$ cat config.mk
export PLATFORM = sky130hd
export DESIGN_NAME = gnr_sync_ctrl
export DESIGN_NICKNAME = d
export VERILOG_FILES = /design/src/rtl/gnr_ctrl_pkg.sv /design/src/rtl/gnr_sync_ctrl.sv
export SDC_FILE = /design/constraint.sdc
export NUM_CORES = 1
export LEC_CHECK = 0
export CORE_AREA = 2 2 67 69
export DETAILED_ROUTE_END_ITERATION = 7
export DIE_AREA = 0 0 69 71
export GPL_TIMING_DRIVEN = 0
export PLACE_DENSITY = 0.79
export SLEW_MARGIN = 0
export SYNTH_ARGS = -nofsm -noshare
export SYNTH_HDL_FRONTEND = slang
export SYNTH_SLANG_ARGS = --single-unit
$ cat constraint.sdc
create_clock -name clk -period 2.3 [get_ports clk]
set_input_delay 0.46 -clock clk [delete_from_list [all_inputs] [get_ports clk]]
set_output_delay 0.46 -clock clk [all_outputs]
set_load 0.05 [all_outputs]
$ cat src/rtl/gnr_ctrl_pkg.sv
// Shared definitions for the gene-regulatory-network sequencing controller.
//   state_t        : controller phases (IDLE, LOAD, RUN, DONE)
//   NUM_NODES_DEF  : default number of node cells
//   STEP_W_DEF     : default width of the step counter / step limit
package gnr_ctrl_pkg;

  localparam int unsigned NUM_NODES_DEF = 8;
  localparam int unsigned STEP_W_DEF    = 16;

  typedef enum logic [1:0] {
    IDLE = 2'd0,
    LOAD = 2'd1,
    RUN  = 2'd2,
    DONE = 2'd3
  } state_t;

endpackage

$ cat src/rtl/gnr_sync_ctrl.sv
// Sequencing controller for one Boolean GRN instance. Loads an initial state
// into all nodes, then issues lock-step pulses (s1 every step, s0 every other
// step inside the node) until the slow and fast trajectories meet.
// Optional feature macro: GNR_SYNC_CTRL_TIMEOUT_EN (honor max_steps).
// Ports:
//   clk, rst          clock, asynchronous active-high reset
//   start             run request, accepted in IDLE or DONE
//   init_vec          initial network state, captured on accepted start
//   max_steps         step limit (timeout build only)
//   s0_vec, s1_vec    slow / fast node states observed from the array
//   reset_nos         one-cycle load pulse to all nodes
//   init_state        captured initial state driven to the nodes
//   start_s0/start_s1 step pulses (combinational, same-cycle compare gated)
//   busy, done        LOAD/RUN indicator, DONE level
//   timeout, steps    run ended by limit/saturation, pulses issued
module gnr_sync_ctrl
  import gnr_ctrl_pkg::*;
#(
  parameter int unsigned NUM_NODES = NUM_NODES_DEF,
  parameter int unsigned STEP_W    = STEP_W_DEF
) (
  input  logic                 clk,
  input  logic                 rst,
  input  logic                 start,
  input  logic [NUM_NODES-1:0] init_vec,
  input  logic [STEP_W-1:0]    max_steps,
  input  logic [NUM_NODES-1:0] s0_vec,
  input  logic [NUM_NODES-1:0] s1_vec,
  output logic                 reset_nos,
  output logic [NUM_NODES-1:0] init_state,
  output logic                 start_s0,
  output logic                 start_s1,
  output logic                 busy,
  output logic                 done,
  output logic                 timeout,
  output logic [STEP_W-1:0]    steps
);

  state_t                 state, state_d;
  logic [STEP_W-1:0]      steps_d;
  logic                   timeout_d;
  logic [NUM_NODES-1:0]   init_d;
  logic                   pulse;
  logic                   match;
  logic                   limit_hit;

  // Odd step counts are skipped: after one pulse both trajectories are equal.
  assign match = ~steps[0] && (steps != '0) && (s0_vec == s1_vec);

`ifdef GNR_SYNC_CTRL_TIMEOUT_EN
  assign limit_hit = (steps == max_steps);
`else
  logic unused_max_steps;
  assign unused_max_steps = ^max_steps;
  assign limit_hit        = 1'b0;
`endif

  // The pulse depends on this cycle's compare, so it cannot be a registered output.
  assign start_s0 = pulse;
  assign start_s1 = pulse;

  // Next-state, counter and pulse decision.
  always_comb begin
    state_d   = state;
    steps_d   = steps;
    timeout_d = timeout;
    init_d    = init_state;
    pulse     = 1'b0;
    case (state)
      IDLE, DONE: begin
        if (start) begin
          init_d    = init_vec;
          steps_d   = '0;
          timeout_d = 1'b0;
          state_d   = LOAD;
        end
      end
      LOAD: state_d = RUN;
      RUN: begin
        if (match) begin
          state_d   = DONE;
          timeout_d = 1'b0;
        end else if (limit_hit || (steps == {STEP_W{1'b1}})) begin
          state_d   = DONE;
          timeout_d = 1'b1;
        end else begin
          pulse   = 1'b1;
          steps_d = steps + STEP_W'(1);
        end
      end
      default: state_d = IDLE;
    endcase
  end

  // State and registered outputs.
  always_ff @(posedge clk or posedge rst) begin
    if (rst) begin
      state      <= IDLE;
      steps      <= '0;
      timeout    <= 1'b0;
      init_state <= '0;
      reset_nos  <= 1'b0;
      busy       <= 1'b0;
      done       <= 1'b0;
    end else begin
      state      <= state_d;
      steps      <= steps_d;
      timeout    <= timeout_d;
      init_state <= init_d;
      reset_nos  <= (state_d == LOAD);
      busy       <= (state_d == LOAD) || (state_d == RUN);
      done       <= (state_d == DONE);
    end
  end

endmodule

==> run metrics, run 1 <==
status=finished with violations; failing checks=setup timing; synthesized area per cell=approximately 10 sq um; Final WS setup=-53.64 ps; sequential-to-total area share from yosys stat=0.4323; Worst-path clk slew=60 ps; Fill cells=approximately 350; DIE AREA=0.004899 sq mm; slowest cell on the critical path=clkdlybuf4s50_1; post-layout util=0.6193; # setup viols final=1; crit path kind=input port to primary output; dpl ws=-800.8 ps; GP Congestion=between 0.8 and 0.9; Yosys top cell area share=0.4323; Buffers & Inverters on Critical Path=3; Hold Buf Count CTS=0; critical path's largest stage delay=slightly above 400 ps; EDFF count, synth=0; Yosys top cell by area=dfrtp_1; antenna violations before repair=0; first-pass detailed-route iteration total=4; CP Cell Sequence=clkdlybuf4s50_1 -> xor2_1 -> nor4_2 -> and4_4 -> nor3_4 -> buf_6 -> buf_8; via count=approximately 1,600; Die Span Y=71 um; layout cell share with drive strength beyond 1=0.2541; syn nets=roughly 220; gr ovfl total=0; largest net degree at the start of global routing=31; initial DRC count=between 100 and 150; Num CTS Buffers=5; Tcrit/Tclk final=1.023; number of remaining DRC errors=0; clock buffer depth=2; Synth area leaders=dfrtp_1 (43%), mux2_2 (5.2%), xor2_1 (4.0%), nand2_1 (3.9%), ha_1 (3.6%); Worst EP arrival=roughly 1900 ps; predominant post-synthesis flop cell=dfrtp_1; minimum clock period=roughly 2400 ps; Sink Count=30; Top delay family on crit path=buffers and inverters; P per Cell Area=1249 mW/mm^2; Routed Antenna Nets=0; Critical Path RT=approximately 1800 ps; clk_skew=just over 10 ps; IR drop worst, VDD=between 0.8 and 0.9 mV; ANT cells=0; cell area after synthesis=about 0.0017 sq mm; unrepaired setup endpoints after global routing=true; CP Launch Type=input port; first-pass GRT wire length=~7.1 mm; maximum clock frequency=424.9 MHz; wire per inst=roughly 14 um; synth unique cells=42; fin. max-slew vios=0; worst slew pin tran=approximately 1200 ps; CTS tree=done; Post-Route WL=between 4 and 5 mm; # H-tree levels=2; placed instance area=between 0.002 and 0.0025 sq mm; Row Count=24; Initial Util=0.4131; Syn-to-layout area delta=49.93%; GRT Util Overall=0.1815; Synth Register Bits=30; Design Area, Final=between 0.002 and 0.003 sq mm; number of port buffers=56; Syn Inst Count=170; yosys warns=0; Hold Fails Final Rpt=0; CORE AREA=0.004204 sq mm; # nets final=roughly 290; worst-skew pair later-pin latency=280 ps; Die X=around 69 um; Critical Path Sink Type=primary output; HP Class=register to register; Worst slew margin=0.2149; I/O pin count=73; Max Cap Violations=0; dpl hpwl=3.003 mm; via count of the first global-routing pass=roughly 1,500; Avg Vias per Cell=between 5 and 6; Pleak=around 0.0011 uW; clock tree root buffer cell=clkbuf_8; Async SR Flop Fraction=1.000; largest fanout on the critical path=2
## final cells by class
type	instances	area, sq um	share of cell area
clock buffers	8	80.08	0.03075
repair buffers	66	630.6	0.2422
well taps	52	65.06	0.02499
plain buffers	6	40.04	0.01538
multi-input cells	126	993.5	0.3815
flip-flops and latches	30	764.5	0.2936
inverters	8	30.03	0.01153
## cell usage after synthesis (3+ instances only)
cell type,n
dfrtp_1,30
nand2_1,18
nand3_1,9
inv_1,8
mux2_2,8
xor2_1,8
nand4_1,7
nand2b_1,6
o21ai_0,6
a21oi_1,5
and3_1,5
ha_1,5
mux2i_1,5
nor2_1,5
nor4_1,5
o311ai_0,4
nor3_1,3
## worst reg2reg max path: cells and delay by family (launching register included)
family	cells	cell delay, ps
AND/OR/NAND/NOR	3	520
flip-flops	1	440
adder cells (fa/ha/maj)	2	390
buffers and inverters	3	360
AO/OA/AOI/OAI	2	360
## layout by cell type (no fill, tap or decap), drive strengths merged
master,n
and3,5
nor3,5
or3,1
a21oi,5
inv,8
o21bai,1
o311ai,4
clkdlybuf4s50,48
dlygate4sd2,6
o221ai,1
o22ai,1
o211ai,1
nand4,9
nor2b,1
nor3b,1
xor2,8
nand2b,6
nor4,5
o41ai,2
o31ai,1
and2,1
mux2,8
a21o,2
o32a,1
or4,2
ha,5
o21ai,8
mux2i,5
nand2,18
nor2,5
and4,3
a31o,1
clkbuf,10
buf,16
dfrtp,30
nand3,10
## flip-flops by register name (all words and copies together), names as in the netlist
register / flops
busy: 1
done: 1
init_state: 8
reset_nos: 1
state: 2
steps: 16
timeout: 1
## cells by family after synthesis
logic type / Yosys count / share of synthesized area
flip-flops: 30 / 0.4323
adder cells (fa/ha/maj): 5 / 0.03602
buffers and inverters: 14 / 0.03819
AO/OA/AOI/OAI: 28 / 0.1124
XOR/XNOR: 8 / 0.04035
AND/OR/NAND/NOR: 72 / 0.2601
multiplexers: 13 / 0.08069
## worst paths after layout
| path | from | to | slack [ps] | depth (start not counted) |
|---|---|---|---|---|
| min | init_state[5] | init_state[5] | 500 | 1 |
| max | s1_vec[6] | start_s1 | -50 | 7 |
| max in group asynchronous | rst | steps[12] | 720 | 2 |
| max reg2reg | steps[0] | busy | 100 | 10 |
| min in group asynchronous | rst | steps[15] | 790 | 2 |
| min reg2reg | init_state[5] | init_state[5] | 500 | 1 |
## what timing repair did
action                                  4_1_cts  5_1_grt
endpoints found under the setup margin        2       15
buffers inserted                              9        1
cloned                                        0        0
gates resized for setup                      27        7
pin swaps                                    10        2
## metrics by stage
| stage | TNS (ps) | cells | hold slack, ps | power (uW) |
|---|---|---|---|---|
| final | -53.64 | 296 | 501.5 | 3252 |
| after global routing | -360.2 | 296 | 523.4 | 3457 |
| after CTS | -56.38 | 295 | 507.1 | 3207 |
| after detailed placement | -2183 | 278 | 493.0 | 2678 |
| after global placement | -1981 | 278 | 487.1 | 2646 |
| after floorplan | -88.51 | 170 | 496.1 | 2114 |
## report_power, final
group	leakage [uW]	total, uW	switching [uW]	internal (uW)
sequential	0.000371	786	98.9	687
clock	0.0000395	408	193	215
combinational	0.000718	2060	1270	793
total	0.00113	3250	1560	1690
## per-layer routing
metal  vias up  track usage  share of wire
met2        55       0.2970           0.48
met3         4      0.06838          0.069
met5         -            0              0
met1       767       0.2262           0.44
li1        773            -              -
met4         0      0.05011         0.0082
(Power assumes the default switching activity.)
==> run 2: changes to the inputs <==
GPL_TIMING_DRIVEN = 1   (was 0)
==> run metrics, run 2 (same netlist as run 1, synthesis figures left out) <==
slowest cell on the critical path=dfrtp_2; CP Cell Sequence=inv_2 -> ha_4 -> nor3b_2 -> nand4_1 -> and4_4 -> nor3_4 -> buf_6; Hold WS=about 330 ps; post-layout util=0.6360; first-pass detailed-route iteration total=4; Num CTS Buffers=5; I/O pin count=73; Die X=a little under 70 um; Sink Count=30; ANT cells=0; Worst EP arrival=roughly 1900 ps; worst-skew pair later-pin latency=280 ps; gr ovfl total=0; Critical Path Sink Type=primary output; layout cell share with drive strength beyond 1=0.2908; Routed Antenna Nets=0; Pleak=between 0.001 and 0.0015 uW; Post-Route WL=between 4 and 5 mm; wire per inst=~15 um; Fin Setup TNS=-136.1 ps; unrepaired setup endpoints after global routing=true; most frequent cells in the layout=clkdlybuf4s50_1 (48), buf_4 (23), dfrtp_1 (19), nand2_1 (18), dfrtp_2 (11); Final Total Pwr=3317 uW; P per Cell Area=1241 mW/mm^2; status=finished with violations; via count=about 1,600; critical path's largest stage delay=roughly 440 ps; minimum clock period=about 2400 ps; GRT Util Overall=0.1860; CP Launch Type=register; HP Class=input port to asynchronous set/reset pin; Hold Fails Final Rpt=0; largest fanout on the critical path=4; CTS tree=done; Initial Util=0.4131; IR drop worst, VDD=about 1.1 mV; largest net degree at the start of global routing=30; clk_skew=4.575 ps; clock tree root buffer cell=clkbuf_8; Critical Path RT=roughly 1800 ps; Worst slew margin=0.6583; maximum clock frequency=approximately 420 MHz; Max Cap Violations=0; DIE AREA=just under 0.005 sq mm; number of port buffers=56; # H-tree levels=2; GP Congestion=slightly above 0.8; Top reg by flops=steps; commonest non-fill, non-tap cell in the layout=clkdlybuf4s50_1; max reg flops=16; Die Span Y=71 um; Final WS setup=-68.20 ps; Syn-to-layout area delta=53.96%; dpl hpwl=about 3.2 mm; biggest regs=steps x16, init_state x8, state x2; # setup viols final=2; # nets final=~300; number of remaining DRC errors=0; Avg Vias per Cell=approximately 5.4; failing checks=setup timing; clock buffer depth=2; first-pass GRT wire length=between 7 and 8 mm; Worst-path clk slew=roughly 60 ps; worst slew pin tran=a little over 500 ps; fin. max-slew vios=0; initial DRC count=between 70 and 80; CORE AREA=approximately 0.0042 sq mm; Tcrit/Tclk final=1.030; via count of the first global-routing pass=roughly 1,700; Row Count=24; antenna violations before repair=0; crit path kind=register to primary output
[run 2: cell types whose count changed in the layout (fill, tap and decap cells not counted), moves of 2 or more]
cell | before | now
buf_4 | 11 | 23
clkbuf_1 | 5 | 1
buf_2 | 2 | 0
o21ai_1 | 4 | 2
[run 2: metrics by stage]
step / setup WS, ps / instances / area, sq um
finish: -68.20 / 303 / 2674
global route: -177.9 / 303 / 2674
CTS: 4.055 / 298 / 2597
detailed placement: -246.6 / 285 / 2451
global placement: -173.9 / 285 / 2451
floorplan: -88.51 / 170 / 1773
[run 2: final timing paths]
check                         startpoint       endpoint  slack [ps]  cells past startpoint
setup / recovery                steps[1]       start_s1         -70                      7
hold / removal                       rst  init_state[2]         330                      2
setup reg to reg                steps[1]      reset_nos          20                     10
hold reg to reg            init_state[5]  init_state[5]         500                      1
max in group asynchronous            rst       steps[7]        1390                      3
min in group clk           init_state[5]  init_state[5]         500                      1
[run 2: area by class of cell]
type	count	area (sq um)
timing repair buffer	79	728.2
clock buffer	7	86.33
sequential	30	764.5
multi-input combinational	126	994.7
fill	355	1530
clock inverter	1	5.005
inverter	8	30.03
tap	52	65.06
[run 2: where the power goes]
part | switching, uW | internal (uW) | leakage (uW)
clock | 200 | 241 | 0.0000482
combinational | 1260 | 832 | 0.000766
sequential | 93.5 | 687 | 0.000371
total | 1560 | 1760 | 0.00119
[run 2: timing repair]
| action | in CTS | in global routing |
|---|---|---|
| endpoints found under the setup margin | 2 | 4 |
| resized for setup | 11 | 10 |
| hold buffers | 0 | 0 |
| buffers inserted | 5 | 5 |
| pin swaps | 8 | 3 |
[run 2: per-layer routing]
metal	up-vias	GRT usage	wire length, um	part of all wire
li1	785	-	-	-
met1	781	0.2084	1855	0.41
met2	53	0.3280	2286	0.51
met3	8	0.06410	272	0.061
met4	0	0.06972	60	0.013
met5	-	0	0	0
[run 2: worst max-delay path, delay by kind of cell, from the launching register on]
family	cells	cell delay [ps]
adders and majority gates	1	120
buffers and inverters	2	270
DFF	1	440
and+or+nand+nor	4	800
